==> src/rtl/wb_pkg.sv <==
// Shared constants and entry type for the result write-back path.
package wb_pkg;
  localparam int WB_DATA_W = 16;
  localparam int WB_ADDR_W = 5;
  localparam int WB_DEPTH  = 4;

  typedef struct packed {
    logic [WB_ADDR_W-1:0] addr;
    logic [WB_DATA_W-1:0] data;
  } wb_entry_t;
endpackage

==> src/rtl/wb_queue.sv <==
// Dual-push / dual-pop circular buffer of {addr, data} entries with head, tail and count.
module wb_queue
  import wb_pkg::*;
#(
  parameter int DATA_W = WB_DATA_W,
  parameter int ADDR_W = WB_ADDR_W,
  parameter int DEPTH  = WB_DEPTH
) (
  input  logic                      clk,
  input  logic                      rst,
  input  logic                      i_push0,
  input  logic                      i_push1,
  input  logic [ADDR_W-1:0]         i_addr0,
  input  logic [ADDR_W-1:0]         i_addr1,
  input  logic [DATA_W-1:0]         i_data0,
  input  logic [DATA_W-1:0]         i_data1,
  input  logic [1:0]                i_pop,
  output logic [ADDR_W-1:0]         o_addr [DEPTH],
  output logic [DATA_W-1:0]         o_data [DEPTH],
  output logic [$clog2(DEPTH)-1:0]  o_head,
  output logic [$clog2(DEPTH):0]    o_count
);
  localparam int PW = $clog2(DEPTH);
  localparam int CW = PW + 1;

  logic [PW-1:0]     r_head;
  logic [PW-1:0]     r_tail;
  logic [CW-1:0]     r_count;
  logic [ADDR_W-1:0] r_addr [DEPTH];
  logic [DATA_W-1:0] r_data [DEPTH];
  logic [PW-1:0]     w_tail1;
  logic [1:0]        w_npush;

  // A lone lane-1 push lands at tail, otherwise right after lane 0.
  assign w_npush = {1'b0, i_push0} + {1'b0, i_push1};
  assign w_tail1 = r_tail + PW'(i_push0);

  always_ff @(posedge clk) begin
    if (rst) begin
      r_head  <= '0;
      r_tail  <= '0;
      r_count <= '0;
    end else begin
      r_tail  <= r_tail + PW'(w_npush);
      r_head  <= r_head + PW'(i_pop);
      r_count <= r_count + CW'(w_npush) - CW'(i_pop);
    end
  end

  always_ff @(posedge clk) begin
    if (i_push0) begin
      r_addr[r_tail] <= i_addr0;
      r_data[r_tail] <= i_data0;
    end
    if (i_push1) begin
      r_addr[w_tail1] <= i_addr1;
      r_data[w_tail1] <= i_data1;
    end
  end

  assign o_addr  = r_addr;
  assign o_data  = r_data;
  assign o_head  = r_head;
  assign o_count = r_count;
endmodule

==> src/rtl/writeback_unit.sv <==
// Dual-issue result write-back: in-order queue drained into two memory write ports.
// Optional WB_BYPASS_EN adds a combinational lookup of pending results (lk_* ports).
module writeback_unit
  import wb_pkg::*;
#(
  parameter int DATA_W = WB_DATA_W,
  parameter int ADDR_W = WB_ADDR_W,
  parameter int DEPTH  = WB_DEPTH
) (
  input  logic                    clk,
  input  logic                    preset,
  input  logic [1:0]              res_valid,
  input  logic [ADDR_W-1:0]       res_addr0,
  input  logic [ADDR_W-1:0]       res_addr1,
  input  logic [DATA_W-1:0]       res_data0,
  input  logic [DATA_W-1:0]       res_data1,
  output logic                    res_ready,
  input  logic                    mem_busy,
  output logic [1:0]              mem_we,
  output logic [ADDR_W-1:0]       mem_waddr0,
  output logic [ADDR_W-1:0]       mem_waddr1,
  output logic [DATA_W-1:0]       mem_wdata0,
  output logic [DATA_W-1:0]       mem_wdata1,
  output logic [$clog2(DEPTH):0]  count,
  output logic                    empty,
  output logic                    ovf
`ifdef WB_BYPASS_EN
  ,
  input  logic [ADDR_W-1:0]       lk_addr0,
  input  logic [ADDR_W-1:0]       lk_addr1,
  output logic [1:0]              lk_hit,
  output logic [DATA_W-1:0]       lk_data0,
  output logic [DATA_W-1:0]       lk_data1
`endif
);
  localparam int PW = $clog2(DEPTH);
  localparam int CW = PW + 1;

  logic [ADDR_W-1:0] w_addr [DEPTH];
  logic [DATA_W-1:0] w_data [DEPTH];
  logic [PW-1:0]     w_head;
  logic [PW-1:0]     w_head1;
  logic [CW-1:0]     w_count;
  logic [1:0]        w_acc;
  logic              w_we0;
  logic              w_we1;
  logic [1:0]        w_pop;
  logic              r_ovf;

  wb_queue #(
    .DATA_W (DATA_W),
    .ADDR_W (ADDR_W),
    .DEPTH  (DEPTH)
  ) u_queue (
    .clk     (clk),
    .rst     (preset),
    .i_push0 (w_acc[0]),
    .i_push1 (w_acc[1]),
    .i_addr0 (res_addr0),
    .i_addr1 (res_addr1),
    .i_data0 (res_data0),
    .i_data1 (res_data1),
    .i_pop   (w_pop),
    .o_addr  (w_addr),
    .o_data  (w_data),
    .o_head  (w_head),
    .o_count (w_count)
  );

  // Ready looks at occupancy before this cycle's pop so it never depends on mem_busy.
  assign res_ready = (CW'(DEPTH) - w_count) >= CW'(2);
  assign w_acc     = res_valid & {2{res_ready}};

  assign w_head1 = w_head + PW'(1);
  assign w_we0   = !mem_busy && (w_count != '0);
  // Same-address pair is split across cycles so the younger value lands last.
  assign w_we1   = w_we0 && (w_count >= CW'(2)) && (w_addr[w_head1] != w_addr[w_head]);
  assign w_pop   = {1'b0, w_we0} + {1'b0, w_we1};

  assign mem_we     = {w_we1, w_we0};
  assign mem_waddr0 = w_we0 ? w_addr[w_head]  : '0;
  assign mem_wdata0 = w_we0 ? w_data[w_head]  : '0;
  assign mem_waddr1 = w_we1 ? w_addr[w_head1] : '0;
  assign mem_wdata1 = w_we1 ? w_data[w_head1] : '0;

  always_ff @(posedge clk) begin
    if (preset) begin
      r_ovf <= 1'b0;
    end else if ((res_valid != 2'b00) && !res_ready) begin
      r_ovf <= 1'b1;
    end
  end

  assign ovf   = r_ovf;
  assign count = w_count;
  assign empty = (w_count == '0);

`ifdef WB_BYPASS_EN
  // Scan oldest to youngest so the last match seen is the youngest.
  always_comb begin
    lk_hit   = 2'b00;
    lk_data0 = '0;
    lk_data1 = '0;
    for (int k = 0; k < DEPTH; k++) begin
      if (CW'(k) < w_count) begin
        if (w_addr[w_head + PW'(k)] == lk_addr0) begin
          lk_hit[0] = 1'b1;
          lk_data0  = w_data[w_head + PW'(k)];
        end
        if (w_addr[w_head + PW'(k)] == lk_addr1) begin
          lk_hit[1] = 1'b1;
          lk_data1  = w_data[w_head + PW'(k)];
        end
      end
    end
  end
`endif
endmodule

==> config.mk <==
export PLATFORM = sky130hd
export DESIGN_NAME = writeback_unit
export DESIGN_NICKNAME = d
export VERILOG_FILES = /design/src/rtl/wb_pkg.sv /design/src/rtl/wb_queue.sv /design/src/rtl/writeback_unit.sv
export SDC_FILE = /design/constraint.sdc
export NUM_CORES = 1
export LEC_CHECK = 0
export CORE_MARGIN = 4
export CORE_UTILIZATION = 55
export CTS_CLUSTER_DIAMETER = 100
export DETAILED_ROUTE_END_ITERATION = 8
export DONT_BUFFER_PORTS = 1
export PLACE_DENSITY_LB_ADDON = 0.05
export SYNTH_ARGS = -nofsm -noshare
export SYNTH_HDL_FRONTEND = slang
export SYNTH_SLANG_ARGS = --single-unit
==> constraint.sdc <==
create_clock -name clk -period 4.95 [get_ports clk]
set_input_delay 0.7425 -clock clk [delete_from_list [all_inputs] [get_ports clk]]
set_output_delay 0.7425 -clock clk [all_outputs]
set_load 0.02 [all_outputs]
==> impl_results.md, run 1 <==
* Sequential-to-total area share from yosys stat at 0.322
* Max frequency at 260 MHz
* Detailed placer's ending HPWL at 9610 um
* Site row count at 36
* Number of routed nets with antenna violations at 0
* Buffers from clock root to sink, at most at 2
* Top FF cell, synth: sky130_fd_sc_hd__dfxtp_1
* Synth Area in Adders at 0.0288
* Synthesized net count at 645
* Critical Setup Path Class: flop to output pin
* Global-route congestion overflow total at 0
* CTS Root Buffer Type: sky130_fd_sc_hd__clkbuf_8
* Pin count of the biggest net entering global routing at 37
* Final number of max-transition violations at 0
* Die width at 110 um
* Final Setup Violations at 0
* Multiplexer fraction of the synthesized cell area at 0.332
* Number of clock sinks seen by CTS at 92
* Number of synthesized flops with an enable pin at 0
* Setup bufs post-CTS at 0
* Commonest non-fill, non-tap cells in the layout: 90 x sky130_fd_sc_hd__dfxtp_1, 87 x sky130_fd_sc_hd__mux2i_1, 68 x sky130_fd_sc_hd__nand2_1, 46 x sky130_fd_sc_hd__nor2_1, 43 x sky130_fd_sc_hd__a21oi_1
* Via/cell ratio at 5.97
* Cells on Worst Hold Path at 1
* Clock latency of the later-clocked register in the worst-skew pair at 380 ps
* Kind of start point of the critical path: flop
* Top cells by area in the synthesized netlist: sky130_fd_sc_hd__dfxtp_1 32%, sky130_fd_sc_hd__mux2i_1 15%, sky130_fd_sc_hd__mux4_2 11%
* Layout overhead on the synthesized area at 5.37%
* Port buffer count at 0
* Count of routing violations after the opening detailed-route iteration at 210
* Vias at 4,206
* Worst setup slack after layout at 1100 ps
* Total routed wirelength at 14,100 um
* Setup slack of the worst register-to-register path at 1410 ps
* Pre-CTS setup slack at 1420 ps
* CTS tree: yes
* CTS Hold Bufs at 0
* # diodes at 0
* Total core area at 9950 um2
* Asr flop ratio synth at 0
* Post-Synthesis Cells at 586
* HP Class: primary input to flop
* GP Congestion at 0.812
* Initial cell density of the core at 0.575
* Synth cell types at 39
* Detailed-route wire length per cell at 20.1 um
* Main combinational cell family by area after synthesis: multiplexers
* Unrepaired setup endpoints after global routing: false
* Number of H-tree branching levels at 3
* Post-synthesis cell type with the largest combined area: sky130_fd_sc_hd__dfxtp_1
* Area fraction in compound gates after synthesis at 0.0828
* Reg2reg path depth at 13
* Simple-gate area share of the yosys netlist at 0.153
* Global-route wire length before repair at 22,300 um
* Number of warnings reported in the yosys synthesis log at 0
* Number of iterations in the first detailed-routing pass at 4
* Largest voltage drop on the vdd net at 0.000419 V
* Final-layout fill cell count at 861
* Aggregate global-route resource usage at 0.244
* XOR/XNOR share of the synthesized area at 0.0306
* FF+latch count, synth at 92
* Pleak at 0.00263 uW
* CTS clk-pin slew, worst paths at 90 ps
* Clock buffers created by TritonCTS at 9
* Total negative slack for setup checks at 0 ps
* Power density over cell area at 780 nW/um2
* Net count, final at 625
* Post-synthesis average cell area at 9.77 um2
* Smallest hold slack at 419 ps
* Max-cap violations at 0
* I/O pin count at 97
* Area of the die at 12,100 um2
* Die Height at 110 um
* Relative max-transition margin at 0.406
* Post-synthesis instance area at 5730 um2
* Clock period minus final worst setup slack at 3850 ps
* Share of final-layout standard cells stronger than drive strength 1 at 0.177
* Largest fanout on the critical path at 11
* Worst Setup End Kind: output pin
* Transition at the pin with the smallest max-transition slack at 889 ps
* Final hold vios at 0
* Quantity of gates resized following cts at 0
* DRC violation count after routing at 0
* Data required time of the worst path at 4210 ps
* Power Total at 4710 uW
* Worst endpoint data arrival time at 3110 ps
* Share of Yosys cell area claimed by the top area cell type at 0.322
* Result of the run: complete, no violations
* Leading cell type in the layout, fill and taps excluded: sky130_fd_sc_hd__dfxtp_1
* Clk_skew at 8.90 ps
* Number of global-route vias before repair at 4,285
* Final clock period utilization by the worst path at 0.777
* Antenna violations before repair at 0
[state kept, by name, indices dropped and copies added (netlist names)]
name / flops
ovf: 1
u_queue.r_tail: 2
u_queue.o_addr: 20
u_queue.o_count: 3
u_queue.o_head: 2
u_queue.o_data: 64
[per-stage QoR]
stage           util  cell area, um2  std cells
6_report       0.606            6040        704
5_1_grt        0.606            6040        704
4_1_cts        0.606            6040        704
3_5_place_dp   0.583            5800        688
3_3_place_gp   0.583            5800        688
2_1_floorplan      -            5730        586
[cell usage after synthesis, types with 5 or more instances]
cell type	number
sky130_fd_sc_hd__nand2_1	68
sky130_fd_sc_hd__xor2_1	9
sky130_fd_sc_hd__buf_2	7
sky130_fd_sc_hd__xnor2_1	11
sky130_fd_sc_hd__buf_4	11
sky130_fd_sc_hd__mux2i_1	87
sky130_fd_sc_hd__dfxtp_1	92
sky130_fd_sc_hd__and2_1	22
sky130_fd_sc_hd__inv_1	12
sky130_fd_sc_hd__mux4_4	11
sky130_fd_sc_hd__ha_1	10
sky130_fd_sc_hd__mux4_2	29
sky130_fd_sc_hd__nor2_1	47
sky130_fd_sc_hd__nor2b_1	10
sky130_fd_sc_hd__nor3_1	5
sky130_fd_sc_hd__clkbuf_1	20
sky130_fd_sc_hd__a21oi_1	43
sky130_fd_sc_hd__o21ai_1	39
sky130_fd_sc_hd__nor2_2	20
[cell families (layout without fill, tap and decap cells)]
| kind of cell | after synthesis | after routing |
|---|---|---|
| AO/OA/AOI/OAI | 91 | 91 |
| XOR/XNOR | 20 | 20 |
| adder cells (fa/ha/maj) | 12 | 12 |
| buffers and inverters | 57 | 42 |
| flip-flops | 92 | 92 |
| multiplexers | 131 | 131 |
| AND/OR/NAND/NOR | 183 | 183 |
[cell type report]
class / instances / area, um2 / share of cell area
clock buffer: 10 / 149 / 0.0247
clock inverter: 6 / 83.8 / 0.0139
inverter: 12 / 45.0 / 0.00746
multi-input combinational: 437 / 3630 / 0.601
sequential: 92 / 1850 / 0.306
tap: 133 / 166 / 0.0276
timing repair buffer: 14 / 118 / 0.0195
[per-layer routing]
metal | up-vias | GRT usage | share of wire
met4 | 0 | 0.0668 | 0.011
met5 | - | 0 | 0
met2 | 133 | 0.416 | 0.48
li1 | 2024 | - | -
met3 | 16 | 0.0757 | 0.074
met1 | 2033 | 0.299 | 0.43
[power by group]
part | leakage, uW | internal (uW) | total [uW] | switching, uW
logic | 0.00173 | 1260 | 2550 | 1290
clock network | 0.000122 | 314 | 597 | 283
registers | 0.000775 | 1150 | 1560 | 414
total | 0.00263 | 2720 | 4710 | 1990
[worst max-delay path, stage by stage, from the launching register on]
cell and delay, ps:
sky130_fd_sc_hd__dfxtp_1 540, sky130_fd_sc_hd__inv_1 80, sky130_fd_sc_hd__ha_1 190, sky130_fd_sc_hd__ha_1 270, sky130_fd_sc_hd__or2_2 350, sky130_fd_sc_hd__nor2_2 520
sky130_fd_sc_hd__buf_4 330, sky130_fd_sc_hd__nand2_1 80, sky130_fd_sc_hd__nor2_1 370
[final timing paths]
kind                              to          startpoint
setup / recovery      mem_wdata1[15]  u_queue.o_count[1]
hold / removal                   ovf              preset
setup reg to reg  u_queue.o_count[2]   u_queue.o_head[1]
hold reg to reg                  ovf                 ovf
Power figures use the tool's default switching activity.
==> run 2: changes to the inputs <==
Clock period 4.95 ns to 3.7 ns, I/O delays scaled along.
==> run 2 against run 1 <==
Against the previous run:
- cell count rose by 1.4%
- setup slack got worse by 850 ps
- sequential share of layout area decreased by 0.50 points
- sequential power rose by 30%
- global-route usage up 0.25 points
- combinational power rose by 37%
- die area is the same
- core utilization is 1.0 points higher
- critical path type is now flop to flop
- critical endpoint is now u_queue.o_count[2]
==> impl_results.md, run 2 (same netlist as run 1, synthesis figures left out) <==
* Largest stage delay, worst path at 510 ps (-30 ps)
* Number of global-route vias before repair at 4,181 (-2.4%)
* Number of flip-flops in the largest register at 64 (unchanged)
* Transition at the pin with the smallest max-transition slack at 889 ps (-0.266 ps)
* Relative max-transition margin at 0.407 (about the same)
* Via/cell ratio at 5.87 (-1.8%)
* Layout overhead on the synthesized area at 7.12%
* Critical Path, Cell by Cell: inv_1, a2111o_1, mux4_2, nor4_4, nor3_1, ha_1, inv_1, fa_1, fa_1, xnor2_1, xnor2_1, nor2_1
* Cell Area, Placed at 5880 um2 (+1.3%)
* Area of the die at 12,100 um2 (unchanged)
* Total core area at 9950 um2 (unchanged)
* Final-layout fill cell count at 845 (-1.9%)
* Net count, final at 635 (+1.6%)
* Leading cell type in the layout, fill and taps excluded: sky130_fd_sc_hd__dfxtp_1
* Detailed placer's ending HPWL at 9780 um (+1.8%)
* Final number of max-transition violations at 0 (unchanged)
* Port buffer count at 0 (unchanged)
* Clock period minus final worst setup slack at 3440 ps
* Final hold vios at 0 (unchanged)
* Worst endpoint data arrival time at 3720 ps (+610 ps)
* Vias at 4,191 (-0.36%)
* Commonest non-fill, non-tap cells in the layout: 90 x sky130_fd_sc_hd__dfxtp_1, 87 x sky130_fd_sc_hd__mux2i_1, 68 x sky130_fd_sc_hd__nand2_1, 46 x sky130_fd_sc_hd__nor2_1, 43 x sky130_fd_sc_hd__a21oi_1
* Final clock period utilization by the worst path at 0.931
* Number of clock sinks seen by CTS at 92 (unchanged)
* Max frequency at 290 MHz
* Die width at 110 um (unchanged)
* Hold path startpoint: preset
* Worst Setup End Kind: flop
* CTS clk-pin slew, worst paths at 90 ps (about the same)
* Pleak at 0.00268 uW (+2.0%)
* Global-route wire length before repair at 22,300 um (-0.16%)
* Quantity of gates resized following cts at 0 (unchanged)
* Critical-path top delay cell: sky130_fd_sc_hd__mux4_2
* Kind of start point of the critical path: flop
* # diodes at 0 (unchanged)
* Final Setup Violations at 0 (unchanged)
* Power density over cell area at 1040 nW/um2 (+34%)
* Launching element of the worst setup path: u_queue.o_addr[0]
* Count of routing violations after the opening detailed-route iteration at 208 (-0.95%)
* Clock buffers created by TritonCTS at 9 (unchanged)
* Clk_skew at 9.38 ps (+0.477 ps)
* Result of the run: complete, no violations
* Initial cell density of the core at 0.575 (unchanged)
* Final instance area at 6140 um2 (+1.7%)
* Die Height at 110 um (unchanged)
* CTS tree: yes
* Largest voltage drop on the vdd net at 0.000567 V (+35%)
* Antenna violations before repair at 0 (unchanged)
* Unrepaired setup endpoints after global routing: false
* CTS Root Buffer Type: sky130_fd_sc_hd__clkbuf_8
* Launch instance of the worst register-to-register path: u_queue.o_addr[0]
* Global-route congestion overflow total at 0 (unchanged)
* Smallest hold slack at 231 ps (-188 ps)
* Critical Setup Path Class: flop to flop
* Data required time of the worst path at 3980 ps (-230 ps)
* Clock latency of the later-clocked register in the worst-skew pair at 380 ps (about the same)
* DRC violation count after routing at 0 (unchanged)
* Number of iterations in the first detailed-routing pass at 4 (unchanged)
* Detailed-route wire length per cell at 19.6 um (-2.5%)
* Max-cap violations at 0 (unchanged)
* I/O pin count at 97 (unchanged)
* CTS Hold Bufs at 0 (unchanged)
* GP Congestion at 0.910 (+12%)
* Total negative slack for setup checks at 0 ps (unchanged)
* Pin count of the biggest net entering global routing at 39 (+5.4%)
* Site row count at 36 (unchanged)
* Setup bufs post-CTS at 0 (unchanged)
* Number of routed nets with antenna violations at 0 (unchanged)
* Largest fanout on the critical path at 5 (-6)
* Number of H-tree branching levels at 3 (unchanged)
* Share of final-layout standard cells stronger than drive strength 1 at 0.191 (+0.0142)
* Buffers from clock root to sink, at most at 2 (unchanged)
* Aggregate global-route resource usage at 0.247 (+0.00255)
* HP Class: primary input to flop
* Total routed wirelength at 14,000 um (-1.1%)
## run 2: final timing paths
check | endpoint | slack, ps | cells after the start
hold / removal | ovf | 230 | 1
setup / recovery | u_queue.o_count[2] | 260 | 12
hold reg to reg | ovf | 550 | 2
setup reg to reg | u_queue.o_count[2] | 260 | 12
## run 2: through the flow
stage               utilization  setup slack (ps)  power, uW  std cells
floorplan                     -               297       4840        586
global placement          0.590               343       5480        698
detailed placement        0.590               235       5580        698
CTS                       0.616               221       6450        714
global route              0.616              54.9       6910        714
finish                    0.616               255       6390        714
## run 2: layout make-up
| class | instances | area (um2) | area share |
|---|---|---|---|
| clock buffer | 11 | 151 | 0.0247 |
| clock inverter | 5 | 106 | 0.0173 |
| inverter | 12 | 45.0 | 0.00734 |
| multi-input combinational | 437 | 3630 | 0.591 |
| sequential | 92 | 1850 | 0.301 |
| tap | 133 | 166 | 0.0271 |
| timing repair buffer | 24 | 193 | 0.0314 |
## run 2: power by group
| group | switching (uW) | internal (uW) | leakage [uW] | total [uW] |
|---|---|---|---|---|
| Combinational | 1780 | 1720 | 0.00178 | 3500 |
| Clock | 374 | 488 | 0.000126 | 862 |
| Sequential | 492 | 1540 | 0.000775 | 2030 |
## run 2: critical path: cells and delay by family (launching register included)
kind,cells,cell delay (ps)
adders and majority gates,3,1150
buffers and inverters,2,160
AOI/OAI and AO/OA,1,410
and+or+nand+nor,3,370
DFF,1,410
muxes,1,510
xor gates and xnor gates,2,330
## run 2: layer usage
metal  vias to the layer above  track usage  share of wire
li1                       2047            -              -
met1                      2008        0.307           0.42
met4                         0       0.0641          0.010
met3                        11       0.0705          0.081
met5                         -            0              0
met2                       125        0.421           0.49
==> run 3: changes to the inputs <==
Settings changed: SYNTH_HIERARCHICAL set to 1.
==> run 3 against run 2 <==
Against the previous run:
- critical path depth up 3
- clock power down 23%
- sequential share of layout area up 0.77 points
- largest power group unchanged
==> impl_results.md, run 3 <==
* Result of the run: complete, no violations
* Final Setup Violations at 0 (unchanged)
* Footprint of the multi-input gates at 3550 um2 (-2.1%)
* Die width at 110 um (about the same)
* Aggregate global-route resource usage at 0.292 (+0.0449)
* Post-synthesis average cell area at 8.39 um2 (-14%)
* Share of power burned in registers at 0.320 (+0.002)
* Final design utilization at 0.600 (-0.0162)
* Clk_skew at 6.13 ps (-3.25 ps)
* Antenna violations before repair at 0 (unchanged)
* Via/cell ratio at 6.48 (+10%)
* Relative max-transition margin at 0.256 (-0.150)
* Unrepaired setup endpoints after global routing: false
* Total core area at 9950 um2 (unchanged)
* Part of the total power dissipated in the clock network at 0.101 (-0.034)
* Global-route congestion overflow total at 0 (unchanged)
* DRC violation count after routing at 0 (unchanged)
* Most used standard cells in the synthesized netlist: 190 x sky130_fd_sc_hd__nand2_1, 92 x sky130_fd_sc_hd__dfxtp_1, 87 x sky130_fd_sc_hd__nor3_1
* Share of total power in combinational logic at 0.579 (+0.032)
* Commonest non-fill, non-tap cells in the layout: 190 x sky130_fd_sc_hd__nand2_1, 90 x sky130_fd_sc_hd__dfxtp_1, 87 x sky130_fd_sc_hd__nor3_1, 84 x sky130_fd_sc_hd__a31oi_1, 44 x sky130_fd_sc_hd__mux4_2
* Sequential-to-total area share from yosys stat at 0.322 (about the same)
* Number of flip-flops in the largest register at 64 (unchanged)
* Total routed wirelength at 17,000 um (+22%)
* Asr flop ratio synth at 0 (unchanged)
* Number of global-route vias before repair at 5,181 (+24%)
* Detailed-route wire length per cell at 21.5 um (+9.8%)
* Post-synthesis cell type with the largest combined area: sky130_fd_sc_hd__dfxtp_1
* Largest voltage drop on the vdd net at 0.000542 V (-4.5%)
* CTS clk-pin slew, worst paths at 90 ps (about the same)
* Number of synthesized flops with an enable pin at 0 (unchanged)
* Pin count of the biggest net entering global routing at 43 (+10%)
* Top cells by area in the synthesized netlist: sky130_fd_sc_hd__dfxtp_1 32%, sky130_fd_sc_hd__mux4_2 17%, sky130_fd_sc_hd__nand2_1 12%
* Final-layout fill cell count at 904 (+7.0%)
* Largest fanout on the critical path at 8 (+3)
* CTS Root Buffer Type: sky130_fd_sc_hd__clkbuf_8
* Net count, final at 715 (+13%)
* CTS tree: yes
* Initial cell density of the core at 0.575 (about the same)
* Kind of start point of the critical path: flop
* GP Congestion at 0.826 (-9.3%)
* Clock buffers created by TritonCTS at 9 (unchanged)
* Final std cells w/o fill at 792 (+11%)
* Clock period minus final worst setup slack at 3370 ps (-77.9 ps)
* Synthesized net count at 741 (+15%)
* Post-Synthesis Cells at 682 (+16%)
* Final number of max-transition violations at 0 (unchanged)
* Clock latency of the later-clocked register in the worst-skew pair at 350 ps (-30 ps)
* Worst Setup End Kind: flop
* Synth cell types at 35 (-10%)
* Detailed placer's ending HPWL at 10,800 um (+11%)
* Number of iterations in the first detailed-routing pass at 7 (+3)
* Net Sw Frac at 0.464 (+0.0506)
* Pleak at 0.00227 uW (-15%)
* Share of final-layout standard cells stronger than drive strength 1 at 0.143 (-0.0484)
* Leading cell type in the layout, fill and taps excluded: sky130_fd_sc_hd__nand2_1
* Number of H-tree branching levels at 3 (unchanged)
* Count of routing violations after the opening detailed-route iteration at 500 (+140%)
* Share of Yosys cell area claimed by the top area cell type at 0.322 (about the same)
* Setup slack of the worst register-to-register path at 330 ps (+80 ps)
* CTS Hold Bufs at 0 (unchanged)
* Worst endpoint data arrival time at 3620 ps (-100 ps)
* Final clock period utilization by the worst path at 0.910 (-0.0211)
* Max-cap violations at 0 (unchanged)
* Number of routed nets with antenna violations at 0 (unchanged)
* Total negative slack for setup checks at 0 ps (unchanged)
* Internal Pwr Total at 3510 uW (-6.4%)
* HP Class: primary input to flop
* FF+latch area at 1840 um2 (-0.14%)
* Post-synthesis instance area at 5720 um2 (about the same)
* Top FF cell, synth: sky130_fd_sc_hd__dfxtp_1
* Smallest hold slack at 258 ps (+27.6 ps)
* Final hold vios at 0 (unchanged)
* Quantity of gates resized following cts at 0 (unchanged)
* Number of warnings reported in the yosys synthesis log at 6 (+6)
* Critical Setup Path Class: flop to flop
* Net Sw Power at 3040 uW (+15%)
* I/O pin count at 97 (unchanged)
* Data required time of the worst path at 3950 ps (-30 ps)
* Buffers from clock root to sink, at most at 2 (unchanged)
* Setup bufs post-CTS at 0 (unchanged)
* Number of clock sinks seen by CTS at 92 (unchanged)
* Leading cell type by number of instances after synthesis: sky130_fd_sc_hd__nand2_1
* Placed cell count at 778 (+11%)
* Power Total at 6550 uW (+2.5%)
* FF+latch count, synth at 92 (unchanged)
* # diodes at 0 (unchanged)
* Max frequency at 297 MHz (+2.3%)
* Vias at 5,136 (+23%)
* Layout overhead on the synthesized area at 4.37%
* Power density over cell area at 1100 nW/um2 (+5.3%)
* Transition at the pin with the smallest max-transition slack at 1120 ps (+226 ps)
* Area of the die at 12,100 um2 (about the same)
* Die Height at 110 um (about the same)
* Global-route wire length before repair at 27,000 um (+21%)
* Port buffer count at 0 (unchanged)
* Site row count at 36 (unchanged)
-- run 3: changes by cell type in the layout (fill, tap and decap cells not counted), sizes merged, moves of 6 or more --
cell and change:
a21oi -42, a31oi +84, mux2i -80, nand2 +122, nor2 -41, nor3 +82, o21ai -41, xor2 +6
-- run 3: worst paths after layout --
path	end	cells past startpoint	startpoint
worst min register to register	u_queue/o_data[17]	2	u_queue/o_data[17]
worst min-delay path	u_queue/o_head[0]	1	preset
worst max-delay path	u_queue/o_count[2]	15	u_queue/o_head[0]
worst max register to register	u_queue/o_count[2]	15	u_queue/o_head[0]
-- run 3: cell type report --
cell class	instances	area share
Clock inverter	4	0.00859
Multi-Input combinational cell	518	0.594
Sequential cell	92	0.309
Clock buffer	10	0.0214
Tap cell	133	0.0279
Inverter	11	0.00691
Timing Repair Buffer	24	0.0323
-- run 3: critical path, stage by stage (launching register included) --
cell and delay, ps:
sky130_fd_sc_hd__dfxtp_2 430, sky130_fd_sc_hd__buf_4 220, sky130_fd_sc_hd__mux2i_1 250, sky130_fd_sc_hd__xor2_1 180, sky130_fd_sc_hd__mux2i_1 130, sky130_fd_sc_hd__a2111oi_4 360, sky130_fd_sc_hd__nor3_1 120, sky130_fd_sc_hd__ha_1 310
sky130_fd_sc_hd__ha_1 290, sky130_fd_sc_hd__inv_1 60, sky130_fd_sc_hd__ha_1 130, sky130_fd_sc_hd__inv_1 50, sky130_fd_sc_hd__fa_1 360, sky130_fd_sc_hd__xor2_1 160, sky130_fd_sc_hd__xnor2_1 150, sky130_fd_sc_hd__nor2_1 60
-- run 3: metrics by stage --
step / area (um2) / worst slack [ps]
final: 5970 / 333
after global routing: 5970 / 102
after CTS: 5970 / 323
after detailed placement: 5800 / 335
after global placement: 5800 / 453
after floorplan: 5720 / 376
-- run 3: power groups by stage --
stage	Clock [uW]	Sequential, uW	Combinational (uW)
6_report	663	2100	3790
5_1_grt	714	2160	4170
4_1_cts	668	2080	3800
3_5_place_dp	0	2100	3790
3_3_place_gp	0	2060	3700
2_1_floorplan	0	1920	3100
-- run 3: logic make-up (layout without fill, tap and decap cells) --
group / Yosys count / after routing / share of synthesized area
and+or+nand+nor: 347 / 347 / 0.269
DFF: 92 / 92 / 0.322
AOI/OAI and AO/OA: 87 / 87 / 0.0984
buffers and inverters: 72 / 49 / 0.0610
muxes: 51 / 51 / 0.185
xor gates and xnor gates: 21 / 21 / 0.0354
adders and majority gates: 12 / 12 / 0.0289
-- run 3: routing by layer --
layer / up-vias / part of all wire / GRT usage
li1: 2365 / - / -
met3: 24 / 0.094 / 0.0745
met5: - / 0 / 0
met1: 2495 / 0.40 / 0.369
met4: 0 / 0.016 / 0.101
met2: 252 / 0.49 / 0.486
